===== config.mk =====
export PLATFORM = sky130hd
export DESIGN_NAME = rv32e_decode_stage
export DESIGN_NICKNAME = d
export VERILOG_FILES = /design/src/rtl/rv32e_decode_stage_pkg.sv /design/src/rtl/rv32e_imm_gen.sv /design/src/rtl/rv32e_decode_stage.sv
export SDC_FILE = /design/constraint.sdc
export NUM_CORES = 1
export LEC_CHECK = 0
export ABC_CLOCK_PERIOD_IN_PS = 5100
export CAP_MARGIN = 20
export CORE_ASPECT_RATIO = 0.9
export CORE_MARGIN = 4
export CORE_UTILIZATION = 46
export DETAILED_ROUTE_END_ITERATION = 8
export HOLD_SLACK_MARGIN = 0.02
export PLACE_DENSITY = 0.8
export SLEW_MARGIN = 20
export SYNTH_ARGS = -nofsm -noshare
export SYNTH_HDL_FRONTEND = slang
export SYNTH_HIERARCHICAL = 1
export SYNTH_SLANG_ARGS = --single-unit

===== constraint.sdc =====
create_clock -name clk -period 5.1 [get_ports clk]
set_input_delay 0.51 -clock clk [delete_from_list [all_inputs] [get_ports clk]]
set_output_delay 0.51 -clock clk [all_outputs]
set_load 0.05 [all_outputs]

===== src/rtl/rv32e_decode_stage_pkg.sv =====
// Shared decode constants: RV32 opcodes, execute operation classes, immediate formats.
package rv32e_decode_stage_pkg;

  localparam logic [6:0] OP_LUI    = 7'b0110111;
  localparam logic [6:0] OP_AUIPC  = 7'b0010111;
  localparam logic [6:0] OP_JAL    = 7'b1101111;
  localparam logic [6:0] OP_JALR   = 7'b1100111;
  localparam logic [6:0] OP_BRANCH = 7'b1100011;
  localparam logic [6:0] OP_LOAD   = 7'b0000011;
  localparam logic [6:0] OP_STORE  = 7'b0100011;
  localparam logic [6:0] OP_OPIMM  = 7'b0010011;
  localparam logic [6:0] OP_OP     = 7'b0110011;
  localparam logic [6:0] OP_SYSTEM = 7'b1110011;

  localparam logic [3:0] OPC_LUI    = 4'd0;
  localparam logic [3:0] OPC_AUIPC  = 4'd1;
  localparam logic [3:0] OPC_JAL    = 4'd2;
  localparam logic [3:0] OPC_JALR   = 4'd3;
  localparam logic [3:0] OPC_BRANCH = 4'd4;
  localparam logic [3:0] OPC_LOAD   = 4'd5;
  localparam logic [3:0] OPC_STORE  = 4'd6;
  localparam logic [3:0] OPC_OPIMM  = 4'd7;
  localparam logic [3:0] OPC_OP     = 4'd8;
  localparam logic [3:0] OPC_SYSTEM = 4'd9;
  localparam logic [3:0] OPC_NONE   = 4'd15;

  typedef enum logic [2:0] {
    IMM_NONE,
    IMM_I,
    IMM_S,
    IMM_B,
    IMM_U,
    IMM_J
  } imm_fmt_t;

  function automatic imm_fmt_t imm_fmt(input logic [6:0] opcode);
    imm_fmt_t fmt;
    case (opcode)
      OP_LUI, OP_AUIPC:                       fmt = IMM_U;
      OP_JAL:                                 fmt = IMM_J;
      OP_JALR, OP_LOAD, OP_OPIMM, OP_SYSTEM:  fmt = IMM_I;
      OP_BRANCH:                              fmt = IMM_B;
      OP_STORE:                               fmt = IMM_S;
      default:                                fmt = IMM_NONE;
    endcase
    return fmt;
  endfunction

endpackage


===== src/rtl/rv32e_imm_gen.sv =====
// Combinational RV32I immediate extraction; every format sign-extends from instr[31].
import rv32e_decode_stage_pkg::*;

module rv32e_imm_gen #(
  parameter int XLEN = 32
) (
  input  logic [6:0]      opcode,
  input  logic [XLEN-1:7] instr,
  output logic [XLEN-1:0] imm
);

  always_comb begin
    imm = '0;
    case (imm_fmt(opcode))
      IMM_I: imm = {{(XLEN-12){instr[31]}}, instr[31:20]};
      IMM_S: imm = {{(XLEN-12){instr[31]}}, instr[31:25], instr[11:7]};
      IMM_B: imm = {{(XLEN-12){instr[31]}}, instr[7], instr[30:25], instr[11:8], 1'b0};
      IMM_U: imm = {instr[XLEN-1:12], 12'b0};
      IMM_J: imm = {{(XLEN-20){instr[31]}}, instr[19:12], instr[20], instr[30:21], 1'b0};
      default: imm = '0;
    endcase
  end

endmodule


===== src/rtl/rv32e_decode_stage.sv =====
// RV32E decode stage: drives the register file read port on accept, registers control
// fields for execute, and stalls fetch on read-after-write hazards via a pending-write scoreboard.
import rv32e_decode_stage_pkg::*;

module rv32e_decode_stage #(
  parameter int XLEN   = 32,
  parameter int REG_AW = 4
) (
  input  logic              clk,
  input  logic              reset,
  input  logic              if_valid,
  output logic              if_ready,
  input  logic [XLEN-1:0]   if_instr,
  input  logic [XLEN-1:0]   if_pc,
  output logic              rf_re,
  output logic [REG_AW-1:0] rf_rs1,
  output logic [REG_AW-1:0] rf_rs2,
  output logic              ex_valid,
  input  logic              ex_ready,
  output logic [XLEN-1:0]   ex_pc,
  output logic [XLEN-1:0]   ex_imm,
  output logic [REG_AW-1:0] ex_rd,
  output logic [3:0]        ex_opclass,
  output logic [2:0]        ex_funct3,
  output logic              ex_alt,
  output logic              ex_writes_rd,
  output logic              ex_illegal,
  input  logic              wb_valid,
  input  logic [REG_AW-1:0] wb_rd,
  input  logic              flush
);

  localparam int NREG = 1 << REG_AW;

  logic [6:0]        opcode;
  logic [REG_AW-1:0] rs1_idx, rs2_idx, rd_idx;
  logic [3:0]        opclass;
  logic              known, uses_rs1, uses_rs2, uses_rd;
  logic              funct7_bad, illegal, writes_rd;
  logic              hazard, accept;
  logic [XLEN-1:0]   imm;
  logic [NREG-1:0]   pending, pending_nxt;

  assign opcode  = if_instr[6:0];
  assign rs1_idx = if_instr[15 +: REG_AW];
  assign rs2_idx = if_instr[20 +: REG_AW];
  assign rd_idx  = if_instr[7 +: REG_AW];
  assign rf_rs1  = rs1_idx;
  assign rf_rs2  = rs2_idx;

  always_comb begin
    opclass  = OPC_NONE;
    known    = 1'b1;
    uses_rs1 = 1'b0;
    uses_rs2 = 1'b0;
    uses_rd  = 1'b0;
    case (opcode)
      OP_LUI:    begin opclass = OPC_LUI;    uses_rd = 1'b1; end
      OP_AUIPC:  begin opclass = OPC_AUIPC;  uses_rd = 1'b1; end
      OP_JAL:    begin opclass = OPC_JAL;    uses_rd = 1'b1; end
      OP_JALR:   begin opclass = OPC_JALR;   uses_rd = 1'b1; uses_rs1 = 1'b1; end
      OP_BRANCH: begin opclass = OPC_BRANCH; uses_rs1 = 1'b1; uses_rs2 = 1'b1; end
      OP_LOAD:   begin opclass = OPC_LOAD;   uses_rd = 1'b1; uses_rs1 = 1'b1; end
      OP_STORE:  begin opclass = OPC_STORE;  uses_rs1 = 1'b1; uses_rs2 = 1'b1; end
      OP_OPIMM:  begin opclass = OPC_OPIMM;  uses_rd = 1'b1; uses_rs1 = 1'b1; end
      OP_OP:     begin opclass = OPC_OP;     uses_rd = 1'b1; uses_rs1 = 1'b1; uses_rs2 = 1'b1; end
      OP_SYSTEM: begin opclass = OPC_SYSTEM; end
      default:   begin known = 1'b0; end
    endcase
  end

  // Register fields with bit 4 set name x16..x31, which RV32E does not have.
  assign funct7_bad = (opcode == OP_OP) && (if_instr[31:25] != 7'h00) && (if_instr[31:25] != 7'h20);
  assign illegal    = (if_instr[1:0] != 2'b11) || !known || funct7_bad
                    || (uses_rs1 && if_instr[19]) || (uses_rs2 && if_instr[24])
                    || (uses_rd && if_instr[11]);
  assign writes_rd  = uses_rd && (rd_idx != '0) && !illegal;

  rv32e_imm_gen #(.XLEN(XLEN)) u_imm_gen (
    .opcode (opcode),
    .instr  (if_instr[XLEN-1:7]),
    .imm    (imm)
  );

  // No writeback bypass: the register file reads the old value on its write edge.
  assign hazard   = (uses_rs1 && (rs1_idx != '0) && pending[rs1_idx])
                 || (uses_rs2 && (rs2_idx != '0) && pending[rs2_idx]);
  assign if_ready = (!ex_valid || ex_ready) && !hazard && !flush;
  assign accept   = if_valid && if_ready;
  assign rf_re    = accept;

  always_comb begin
    pending_nxt = pending;
    if (wb_valid && (wb_rd != '0))
      pending_nxt[wb_rd] = 1'b0;
    if (flush && ex_valid && ex_writes_rd)
      pending_nxt[ex_rd] = 1'b0;
    // Applied last so a new claim beats a same-cycle retire of the same register.
    if (accept && writes_rd)
      pending_nxt[rd_idx] = 1'b1;
  end

  always_ff @(posedge clk or posedge reset) begin
    if (reset)
      pending <= '0;
    else
      pending <= pending_nxt;
  end

  always_ff @(posedge clk or posedge reset) begin
    if (reset) begin
      ex_valid     <= 1'b0;
      ex_pc        <= '0;
      ex_imm       <= '0;
      ex_rd        <= '0;
      ex_opclass   <= '0;
      ex_funct3    <= '0;
      ex_alt       <= 1'b0;
      ex_writes_rd <= 1'b0;
      ex_illegal   <= 1'b0;
    end else begin
      if (flush)
        ex_valid <= 1'b0;
      else if (accept)
        ex_valid <= 1'b1;
      else if (ex_ready)
        ex_valid <= 1'b0;

      if (accept) begin
        ex_pc        <= if_pc;
        ex_imm       <= imm;
        ex_rd        <= rd_idx;
        ex_opclass   <= opclass;
        ex_funct3    <= if_instr[14:12];
        ex_alt       <= if_instr[30];
        ex_writes_rd <= writes_rd;
        ex_illegal   <= illegal;
      end
    end
  end

endmodule

==> run summary <==
outcome - finished clean
PD cells - 322 mW/mm^2
Final WS setup - 974 ps
Adder-Cell Fraction of Synth Area - 0%
register bit count reported by yosys - 95
crit path max fanout - 16
largest family of logic cells by synthesized area - multiplexers
P_leak - 0.00300 uW
Final Max Tran Viols - 0
first-pass GRT wire length - 23,400 um
FP Rows - 35
Post-Synth Simple-Gate Area - 12.7%
FF/Latch Area - 0.00238 sq mm
Horiz. Die Dim - 118 um
WS Path Type - primary input to primary output
share of post-route cells with drive strength above 1 - 15.4%
slowest stage delay, CP - 850 ps
buffer depth of the longest clock path - 2
Via density - 5.86
TritonCTS buffer count - 9
clk sink count - 95
worst-path cell chain - clkdlybuf4s50_1, mux4_2, or3b_1, nand3_1, o32ai_4, nor3b_1, clkdlybuf4s50_1
P&R area growth vs syn - 37.9%
Worst Path Buf+Inv - 2
final instance area - 0.00695 sq mm
Fmax - 242 MHz
Primary FF master, synth - dfrtp_1
hold_buf cts - 0
top cell type's share of synthesized area - 47.2%
Tmin final - 4130 ps
pre-CTS WS - 970 ps
post-DP HPWL - 10,700 um
# Max-Cap Violations - 0
Post-CTS Setup Bufs - 0
RSZ-0062 raised after global routing - false
critical path launch point type - primary input
Die Y-Extent - 107 um
syn_area_per_cell - 11.7 sq um
Cell Area, Synth - 0.00504 sq mm
Tot Pwr - 2240 uW
# resized after CTS - 0
Die Area - 0.0127 sq mm
Residual DRC - 0
crit path DAT - 3620 ps
Peak VDD IR - 0.303 mV
warning count from the yosys run - 6
Placed Area - 0.00664 sq mm
Synth area leader - dfrtp_1
kind of cell adding the most delay to the critical path - buffers and inverters
Fin Clk Skew - 4.88 ps
CTS tree - built
post-synth net total - 503
Relative slew margins - 35.2%
GRT Total Usage - 23.2%
Unique masters post-synth - 63
I/O Buffers - 162
post-synthesis mux area share - 20.0%
final hold violations - 0
clock slew at reported path FFs - 60 ps
root buf cell - clkbuf_16
initial antenna violation count - 0
slowest stage cell, crit path - clkdlybuf4s50_1
synthesized instance count - 429
Layout Nets - 648
EDFF count, synth - 0
htree depth - 3
Synth Area in Compound Gates - 15.0%
largest net degree at the start of global routing - 78
Synth async-reset ratio - 100%
RD Place Congestion - 0.877
wire length per cell - 20.1 um
crit-path most repeated cell - clkdlybuf4s50_1
setup_tns - 0 ps
drt first pass iters - 5
final setup vio count - 0
pin slew with the least headroom to its limit - 972 ps
synth top area cells - dfrtp_1 (47%), mux2_2 (13%), mux2_1 (4.5%), a21o_1 (2.8%), o221ai_1 (2.6%)
XOR/XNOR Fraction of Synth Area - 0.174%
vias in the first global route - 4,456
vias - 4,146
final wirelength - 14,200 um
fillers - 808
WP data required - 4590 ps
GR Overflow Total - 0
multi-input logic area - 0.00242 sq mm
First DRT Iteration DRCs - 276
Core Region - 0.0105 sq mm
# diodes - 0
Initial Util - 48.1%
HP Class - flip-flop to flip-flop
IO Count - 163
CP endpoint kind - primary output
final antenna-violating net count - 0
final period utilization - 80.9%
clock insertion delay at the later pin of the skew report - 340 ps
Seq/Total Area, Yosys - 47.2%
## final cells by class
cell class | count | area share (%)
multi-input cells | 293 | 34.8
flip-flops and latches | 95 | 34.2
repair buffers | 165 | 23.7
clock buffers | 11 | 3.64
well taps | 129 | 2.32
clock inverters | 4 | 0.756
inverters | 10 | 0.576
## worst reg2reg max path, cell delays in order (launching register included)
cell	delay, ps
dfrtp_1	410
mux4_2	490
or3b_1	360
nand3_1	120
o32ai_4	190
nor2_4	140
buf_4	730
mux2_2	500
## per-layer routing
layer	vias up	wire [um]	GRT usage, %
met5	-	0	0
met4	0	247	6.03
met3	21	1540	10.2
met2	181	6770	38.7
met1	2046	5680	27.5
li1	1898	-	-
## worst paths after layout
path / startpoint / endpoint / slack (ps) / cells after the start
max in group asynchronous: reset / ex_writes_rd / 3410 / 3
setup reg to reg: pending[7] / ex_imm[16] / 2050 / 7
setup / recovery: if_instr[20] / if_ready / 970 / 7
hold reg to reg: ex_pc[23] / ex_pc[23] / 490 / 1
min in group asynchronous: reset / ex_pc[13] / 650 / 2
hold / removal: ex_pc[23] / ex_pc[23] / 490 / 1
## flip-flops by register name (all words and copies together) (netlist names)
signal,flops
ex_alt,1
ex_funct3,3
ex_illegal,1
ex_imm,32
ex_opclass,4
ex_pc,32
ex_rd,4
ex_valid,1
ex_writes_rd,1
pending,16
## cell usage in the layout (no fill, tap or decap), types with 8 or more instances in the layout
cell / instances
clkdlybuf4s50_1: 162
dfrtp_1: 95
mux2_2: 56
mux2_1: 20
nand2_1: 19
a21o_1: 19
nor2_1: 15
o221ai_1: 15
mux2i_1: 13
nand2b_1: 12
o21ai_0: 10
nand3_1: 9
inv_1: 9
clkbuf_16: 9
nand3b_1: 8
## synthesized netlist by cell type, types with 8 or more instances
| cell | count |
|---|---|
| dfrtp_1 | 95 |
| mux2_2 | 56 |
| mux2_1 | 20 |
| a21o_1 | 19 |
| nand2_1 | 19 |
| nor2_1 | 15 |
| o221ai_1 | 15 |
| buf_4 | 13 |
| mux2i_1 | 13 |
| nand2b_1 | 12 |
| buf_2 | 11 |
| inv_1 | 10 |
| o21ai_0 | 10 |
| nand3_1 | 9 |
| nand3b_1 | 8 |
## per-stage QoR
step                instances  hold WS, ps  utilization [%]
global route              707          506             66.4
CTS                       707          489             66.4
floorplan                 429          457                -
detailed placement        692          475             63.5
global placement          692          466             63.5
finish                    707          485             66.4
## power breakdown
part | internal (uW) | leakage (uW) | switching (uW)
registers | 823 | 0.00121 | 43.0
logic | 255 | 0.00164 | 426
clock network | 407 | 0.000152 | 282
## kinds of logic (layout without fill, tap and decap cells)
logic type,Yosys count,in the layout
XOR/XNOR,1,1
multiplexers,90,90
flip-flops,95,95
buffers and inverters,41,190
AND/OR/NAND/NOR,107,107
AO/OA/AOI/OAI,95,95
Note: power is estimated with default switching activity, not from simulation.
